[src/rtl/prcontrol_pkg.sv]
// Purpose : shared constants and the stream-writer state encoding for partial-reconfiguration control.
// Latency : n/a (declarations only).
// Backpressure: n/a.
// Contents: ICAP_DATA_W, STAT_CNT_W, STALL_CNT_W, wr_state_t.
package prcontrol_pkg;

   localparam int ICAP_DATA_W = 32;
   localparam int STAT_CNT_W  = 20;
   // Wide enough for any stall timeout up to 2^16-1.
   localparam int STALL_CNT_W = 16;

   typedef enum logic [2:0] {
      WR_IDLE   = 3'd0,
      WR_ARM    = 3'd1,
      WR_STREAM = 3'd2,
      WR_FINISH = 3'd3,
      WR_ERROR  = 3'd4
   } wr_state_t;

endpackage

[src/rtl/icap_bitswap.sv]
// Purpose : reverses the bit order inside every byte (bit 0<->7), as ICAP expects for raw .bin data.
// Latency : combinational.
// Backpressure: none, pure function of the input.
// Ports   : din (DATA_W) word in, dout (DATA_W) byte-wise bit-reversed word out.
module icap_bitswap #(
   parameter int DATA_W = 32
) (
   input  logic [DATA_W-1:0] din,
   output logic [DATA_W-1:0] dout
);

   always_comb begin
      dout = '0;
      for (int b = 0; b < DATA_W / 8; b++) begin
         for (int i = 0; i < 8; i++) begin
            dout[8*b + 7 - i] = din[8*b + i];
         end
      end
   end

endmodule

[src/rtl/icap_stream_writer.sv]
// Purpose : streams bitstream words from a valid/ready source into the ICAP primitive (CSIB/RDWRB/data).
// Latency : accepted word appears on o_icap_data with CSIB low one cycle after the handshake.
// Backpressure: s_ready is high only in STREAM; upstream stalls otherwise, stall timeout ends in ERROR.
// Ports   : i_clk, i_rst (sync, active high); i_start/i_abort/i_word_count control;
//           s_data/s_valid/s_ready stream in; o_icap_csib/o_icap_rdwrb/o_icap_data to ICAP;
//           o_config_start/o_done pulses, o_busy, o_error (sticky).
// Config  : define ICAP_BITSWAP_EN to bit-reverse each byte of s_data before it reaches ICAP.
module icap_stream_writer
   import prcontrol_pkg::*;
#(
   parameter int DATA_W        = ICAP_DATA_W,
   parameter int CNT_W         = STAT_CNT_W,
   parameter int STALL_TIMEOUT = 1024
) (
   input  logic              i_clk,
   input  logic              i_rst,
   input  logic              i_start,
   input  logic              i_abort,
   input  logic [CNT_W-1:0]  i_word_count,
   input  logic [DATA_W-1:0] s_data,
   input  logic              s_valid,
   output logic              s_ready,
   output logic              o_icap_csib,
   output logic              o_icap_rdwrb,
   output logic [DATA_W-1:0] o_icap_data,
   output logic              o_config_start,
   output logic              o_done,
   output logic              o_busy,
   output logic              o_error
);

   wr_state_t              state, next_state;
   logic [CNT_W-1:0]       remaining, remaining_d;
   logic [STALL_CNT_W-1:0] stall_cnt, stall_d;
   logic [DATA_W-1:0]      wr_word, data_d;
   logic                   csib_d, rdwrb_d, cfg_d, done_d, error_d, busy_d;
   logic                   beat, start_ok, start_nz, stall_hit;

`ifdef ICAP_BITSWAP_EN
   icap_bitswap #(.DATA_W(DATA_W)) u_bitswap (.din(s_data), .dout(wr_word));
`else
   assign wr_word = s_data;
`endif

   assign s_ready   = (state == WR_STREAM);
   // Abort wins over a coincident beat, including the last one.
   assign beat      = s_ready && s_valid && !i_abort;
   assign start_nz  = (i_word_count != '0);
   // In ERROR an abort takes precedence over a simultaneous start.
   assign start_ok  = i_start && ((state == WR_IDLE) || ((state == WR_ERROR) && !i_abort));
   assign stall_hit = ((stall_cnt + STALL_CNT_W'(1)) == STALL_CNT_W'(STALL_TIMEOUT));

   always_ff @(posedge i_clk) begin
      if (i_rst) state <= WR_IDLE;
      else       state <= next_state;
   end

   always_comb begin
      next_state = state;
      unique case (state)
         WR_IDLE:   if (start_ok && start_nz) next_state = WR_ARM;
         WR_ARM:    next_state = i_abort ? WR_IDLE : WR_STREAM;
         WR_STREAM: begin
            if (i_abort)                                next_state = WR_IDLE;
            else if (beat && (remaining == CNT_W'(1)))  next_state = WR_FINISH;
            else if (!beat && stall_hit)                next_state = WR_ERROR;
         end
         // First FINISH cycle still carries the last write (CSIB low); leave after the hold cycle.
         WR_FINISH: if (i_abort || o_icap_csib) next_state = WR_IDLE;
         WR_ERROR: begin
            if (i_abort)       next_state = WR_IDLE;
            else if (start_ok) next_state = start_nz ? WR_ARM : WR_IDLE;
         end
         default:   next_state = WR_IDLE;
      endcase
   end

   always_comb begin
      csib_d      = 1'b1;
      rdwrb_d     = o_icap_rdwrb;
      data_d      = o_icap_data;
      cfg_d       = 1'b0;
      done_d      = 1'b0;
      error_d     = o_error;
      remaining_d = remaining;
      stall_d     = stall_cnt;
      unique case (state)
         WR_IDLE, WR_ERROR: begin
            if ((state == WR_ERROR) && i_abort) begin
               error_d = 1'b0;
               rdwrb_d = 1'b1;
            end
            if (start_ok) begin
               error_d = 1'b0;
               if (start_nz) begin
                  remaining_d = i_word_count;
                  stall_d     = '0;
                  cfg_d       = 1'b1;
                  rdwrb_d     = 1'b0;
               end else begin
                  done_d      = 1'b1;
               end
            end
         end
         WR_ARM: if (i_abort) rdwrb_d = 1'b1;
         WR_STREAM: begin
            if (i_abort) begin
               rdwrb_d = 1'b1;
            end else if (beat) begin
               data_d      = wr_word;
               csib_d      = 1'b0;
               remaining_d = remaining - CNT_W'(1);
               stall_d     = '0;
            end else begin
               stall_d = stall_cnt + STALL_CNT_W'(1);
               if (stall_hit) begin
                  rdwrb_d = 1'b1;
                  error_d = 1'b1;
               end
            end
         end
         WR_FINISH: begin
            // RDWRB stays low for one cycle after CSIB rises, then the transfer closes.
            if (i_abort) begin
               rdwrb_d = 1'b1;
            end else if (o_icap_csib) begin
               rdwrb_d = 1'b1;
               done_d  = 1'b1;
            end
         end
         default: rdwrb_d = 1'b1;
      endcase
   end

   assign busy_d = (next_state == WR_ARM) || (next_state == WR_STREAM) || (next_state == WR_FINISH);

   always_ff @(posedge i_clk) begin
      if (i_rst) begin
         o_icap_csib    <= 1'b1;
         o_icap_rdwrb   <= 1'b1;
         o_icap_data    <= '0;
         o_config_start <= 1'b0;
         o_done         <= 1'b0;
         o_busy         <= 1'b0;
         o_error        <= 1'b0;
         remaining      <= '0;
         stall_cnt      <= '0;
      end else begin
         o_icap_csib    <= csib_d;
         o_icap_rdwrb   <= rdwrb_d;
         o_icap_data    <= data_d;
         o_config_start <= cfg_d;
         o_done         <= done_d;
         o_busy         <= busy_d;
         o_error        <= error_d;
         remaining      <= remaining_d;
         stall_cnt      <= stall_d;
      end
   end

endmodule

[config.mk]
export PLATFORM = sky130hd
export DESIGN_NAME = icap_stream_writer
export DESIGN_NICKNAME = d
export VERILOG_FILES = /design/src/rtl/prcontrol_pkg.sv /design/src/rtl/icap_bitswap.sv /design/src/rtl/icap_stream_writer.sv
export SDC_FILE = /design/constraint.sdc
export NUM_CORES = 1
export LEC_CHECK = 0
export ABC_AREA = 1
export CORE_ASPECT_RATIO = 0.8
export CORE_MARGIN = 2
export CORE_UTILIZATION = 31
export CTS_BUF_LIST = sky130_fd_sc_hd__clkbuf_4 sky130_fd_sc_hd__clkbuf_8
export DETAILED_ROUTE_END_ITERATION = 10
export GPL_TIMING_DRIVEN = 0
export SETUP_SLACK_MARGIN = 0.2
export SLEW_MARGIN = 20
export SYNTH_ARGS = -nofsm -noshare
export SYNTH_HDL_FRONTEND = slang
export SYNTH_SLANG_ARGS = --single-unit
export TNS_END_PERCENT = 50
[constraint.sdc]
create_clock -name i_clk -period 5.62 [get_ports i_clk]
set_clock_uncertainty 0.05 [all_clocks]
set_input_delay 1.124 -clock i_clk [delete_from_list [all_inputs] [get_ports i_clk]]
set_output_delay 1.124 -clock i_clk [all_outputs]
set_load 0.005 [all_outputs]
* Yosys cells after proc, flatten, opt, wreduce, memory -nomap -nowiden *
Index checks and enable logic that the tools add are counted.

word-level totals
  register bits = 77
  bits of input ports = 57
  output and inout port bits = 39
  word-level logic and storage cells = 102

cells by class
  add/sub/neg operators = 2
  equal/unequal tests = 20
  mux-type cells = 41
  bitwise operators = 4
  reduce and logical (&&, ||, !) cells = 25

operators with widths
  kind                   count
  $mux 20                4
  $mux 16                4
  $pmux 20 s2            1
  $pmux 16 s2            1
  $mux 3                 7
  $eq 20x1->1 const B    1
  $reduce_bool 20->1     1
  $sub 20x1->20 const B  1
  $mux 1                 19
  $add 16x1->16 const B  1
  $eq 16x11->1 const B   1
  $pmux 3 s5             1
  $eq 3x2->1 const B     4
  $ne 2x2->1 const B     5
  $reduce_and 5->1       2
  $ne 3x3->1 const B     3
  $logic_and 1x1->1      8
  $reduce_and 4->1       2
  $eq 3x1->1 const B     2
  $reduce_or 3->1        2
  $logic_or 1x1->1       4
  $ne 2x1->1 const B     2
  $not 1->1              4
  $pmux 1 s2             2
  9 further kinds        10

* Depth between registers and ports, before layout *
  word-level depth = 12
  mapped depth = 15
  mapped depth without buffers = 15

* Worst setup path before layout *
OpenSTA, ideal clock, no wires.

  path type = input to register
  start point = input i_word_count[7]
  end point = register stall_cnt[11]
  library setup time = 116 ps
  arrival = 2296 ps
  required time = 5454 ps
  slack = 3158 ps
  stages = 10
  buffers on the path = 1
  cell sequence = or2_1 nor4_4 nand2_1 nand2_1 nand2_2 nand2_4 buf_4 nand2_1 o21ai_0 nor2_1

on the way
  word-level cells in the longest chain between the ends = 3

ends and longest elaborated chain
  element                     line                       text
  start: declaration          icap_stream_writer.sv:19   input logic [CNT_W-1:0] i_word_count,
  $reduce_bool 20->1          icap_stream_writer.sv:48   assign start_nz = (i_word_count != '0);
  $ne 2x2->1 (no line)        --
  $reduce_and 4->1 (no line)  --
  end signal: assignment      icap_stream_writer.sv:157  stall_cnt <= stall_d;
  end: declaration            icap_stream_writer.sv:34   logic [STALL_CNT_W-1:0] stall_cnt, stall_d;

No other way between the ends.
A chain may end at the register's enable or synchronous reset.

* Worst setup path after layout *
  start point = register state[1]
  end point = output s_ready

on the way
  word-level cells in the longest chain between the ends = 1

ends and longest elaborated chain
  element                   line                      text
  start: declaration        icap_stream_writer.sv:32  wr_state_t state, next_state;
  start signal: assignment  icap_stream_writer.sv:55  else state <= next_state;
  $eq 3x2->1                icap_stream_writer.sv:45  assign s_ready = (state == WR_STREAM);
  end: declaration          icap_stream_writer.sv:22  output logic s_ready,

No other way between the ends.

==> results.yml <==
outcome:
  outcome: "finished, final reports clean"
cts:
  cts_num_sinks: 77
  tritoncts: "built"
  hold_buffers: 0
  cts_resized: 0
  cts_inserted_buffers: 9
  post-cts-setup-buffer-count: 0
  root_buffer: "clkbuf_8"
  cts.htree.levels: 3
  insertion_delay_ns: 0.36
  clock_tree.buffer_depth: 2
  cts.clk_slew.worst_paths_ns: 0.08
grt:
  maximum_number_of_pins_on_one_net_before_global_route_repair: 14
  antenna_found_initial: 0
  first_global_vias: 4301
  grt.total_usage_pct: 18.4
  grt_remaining_overflow: 0
  wire_length_of_the_first_global_routing_pass_mm: 20.7
placement:
  postPlaceCellArea_sq_um: 5260
  globalplace.congestion: 0.963
  port_buffers: 94
  hpwl_mm: 9.47
worst_setup_path:
  setup.worst_path.start_class: "register"
  cp_max_fo: 10
  critical_path.cell_chain: "inv_2 > nor3_2 > buf_4 > clkbuf_1 > clkdlybuf4s50_1"
  critPathKind: "register to primary output"
  worst_r2r_startpoint: "stall_cnt[0]"
  critical_path.endpoint_type: "primary output"
  r2r-end: "o_busy"
  crit_slowest_cell: "clkdlybuf4s50_1"
  rrSetupSlack_ns: 3.46
  max_stage_delay_ns: 0.60
  req_time_crit_path_ns: 4.45
  ff2ff_path_depth: 13
  worst-endpoint-arrival_ns: 2.28
layout:
  drive_above_1_share_pct: 6.87
  final_nets: 799
  design_area_sq_um: 5490
  antenna-diode-count: 0
  area_growth_syn_to_layout_pct: 33.7
yosys:
  yosys_register_bits: 77
  synth-simple-area-share_pct: 38.3
  post_synth_xor_area_fraction_pct: 1.49
  async_flop_share_pct: 0
  yosys_most_used_dff: "dfxtp_1"
  synth_enable_flop_cells: 0
  synth_warnings: 0
  yosys.area.top_type_share_pct: 37.6
  syn_inst: 633
  ys_top_cells_by_area: "dfxtp_1, nand2_1, nor2_1"
  synth.cell_area_sq_um: 4100
  post_synth_mux_area_share_pct: 0.488
  syn_nets: 694
  synth-compound-area-share_pct: 12.7
  syn_area_per_cell_sq_um: 6.48
  dominant_combinational_cell_family_by_area_after_synthesis: "simple AND/OR/NAND/NOR gates"
  synth-seq-area-share_pct: 37.6
  yosysUniqueCellTypes: 36
  synth_area_in_adders_pct: 1.22
  synth_top_cell_by_area: "dfxtp_1"
sta:
  unrepaired_setup_endpoints_after_global_routing: "no"
  tightestPinTransition_ns: 0.583
  finalSetupViolCount: 0
  finalCritPeriodShare_pct: 61.4
  clock.fmax_mhz: 290
  hold_violations: 0
  tns_ns: 0
  slew_headroom_pct: 61.1
  timing_max_transition_violations_final: 0
  finalWorstPathRequiredPeriod_ns: 3.45
route:
  first_pass_iters: 5
  ant_nets: 0
  route.vias.total: 4402
  drt_first_iter_violations: 281
  post-route-drc-count: 0
  detail_route.wl_per_cell_um: 13.7
  viasPerCell: 4.80
  drt-total-wl_mm: 12.6
min_path:
  holdPathEnd: "remaining[8]"
  timing.hold.worst.start: "remaining[8]"
  hp-class: "register to register"
  hold_path_depth: 2
power_and_ir_drop:
  power.leakage_uw: 0.00235
  power.density_cell_area_nw_per_um2: 257
  ir_drop_worst_case_vdd_v: 0.000153
floorplanning:
  ioPinCount: 96
  die_y_um: 107
  die_w_um: 133
  die-area_sq_um: 14200
  initial_core_util_pct: 31.8
  coreArea_sq_um: 12900
  row_count: 37
job:
  max-cap-violations: 0
-- layer usage --
layer / wire length (um) / vias to the layer above / part of all wire (%) / global-route usage (%)
met3: 1430 / 16 / 11 / 7.61
met4: 233 / 0 / 1.9 / 6.07
li1: - / 2240 / - / -
met2: 5260 / 182 / 42 / 29.2
met1: 5660 / 1964 / 45 / 22.6
met5: 0 / - / 0 / 0
-- power by group --
group          internal (uW)  switching, uW  total, uW
registers                578           32.6        610
logic                    128            188        316
clock network            261            221        482
total                    967            442       1410
-- cells in the final DEF (no fill, tap or decap), drive strengths merged --
cell           netlist  layout
o21ai               71      71
dfxtp               77      77
a2bb2oi              1       1
o21a                 1       1
o311ai               1       1
nor2               144     144
nand2              153     153
clkbuf              15      25
clkinv               1       3
nor4                 4       4
clkinvlp             0       1
ha                   4       4
nand3b               3       3
nor3                 7       7
buf                  6       6
nand4               11      11
o31ai                3       3
o211ai               1       1
a21oi               21      21
nand3               34      34
mux2i                2       2
or2                  3       3
inv                 63      63
xor2                 7       7
clkdlybuf4s50        0      94
bufinv               0       2
-- synthesized netlist by cell type, types with 2 or more instances --
library cell / instances
a21oi_1: 21
buf_4: 6
clkbuf_1: 15
dfxtp_1: 77
ha_1: 4
inv_1: 60
inv_2: 3
mux2i_1: 2
nand2_1: 145
nand2_2: 7
nand3_1: 32
nand3b_1: 3
nand4_1: 11
nor2_1: 131
nor2_2: 9
nor2_4: 4
nor3_1: 6
nor4_1: 3
o21ai_0: 66
o21ai_1: 4
o31ai_1: 3
xor2_1: 7
-- cell type report --
type | count | area (sq um)
fillers | 1325 | 7430
multi-input cells | 471 | 2220
flip-flops and latches | 77 | 1540
repair buffers | 94 | 941
inverters | 64 | 240
well taps | 175 | 219
clock buffers | 10 | 138
plain buffers | 21 | 101
clock inverters | 5 | 85.1
-- worst max-delay path, delay by kind of cell (launching register included) --
kind | cells | cell delay (ns)
buffers and inverters | 4 | 1.33
flip-flops | 1 | 0.40
AND/OR/NAND/NOR | 1 | 0.17
-- state kept, by name, indices dropped and copies added (netlist names) --
| name | flops |
|---|---|
| o_error | 1 |
| o_icap_csib | 1 |
| stall_cnt | 16 |
| o_done | 1 |
| o_icap_data | 32 |
| o_busy | 1 |
| o_config_start | 1 |
| state | 3 |
| o_icap_rdwrb | 1 |
| remaining | 20 |
-- stage by stage --
| stage | utilization (%) | hold WS, ns | worst slack [ns] | instances | power, uW |
|---|---|---|---|---|---|
| after global placement | 40.8 | 0.423 | 2.35 | 902 | 925 |
| after CTS | 42.5 | 0.437 | 2.15 | 917 | 1410 |
| after floorplan | - | 0.406 | 3.16 | 633 | 815 |
| after global routing | 42.5 | 0.466 | 2.08 | 917 | 1490 |
| final | 42.5 | 0.436 | 2.17 | 917 | 1410 |
| after detailed placement | 40.8 | 0.423 | 2.27 | 902 | 932 |
-- worst max path at each step --
stage / slack (ns) / cells past startpoint / startpoint / endpoint
2_1_floorplan: 3.16 / 10 / i_word_count[7] / stall_cnt[11]
3_3_place_gp: 2.35 / 12 / i_word_count[10] / stall_cnt[13]
3_5_place_dp: 2.27 / 12 / i_word_count[10] / stall_cnt[13]
4_1_cts: 2.15 / 5 / state[1] / s_ready
5_1_grt: 2.08 / 5 / state[1] / s_ready
6_report: 2.17 / 5 / state[1] / s_ready
-- logic make-up after synthesis --
logic type,after synthesis
AO/OA/AOI/OAI,99
XOR/XNOR,7
adder cells (fa/ha/maj),4
buffers and inverters,85
flip-flops,77
multiplexers,2
AND/OR/NAND/NOR,359
Note: power is estimated with default switching activity, not from simulation.
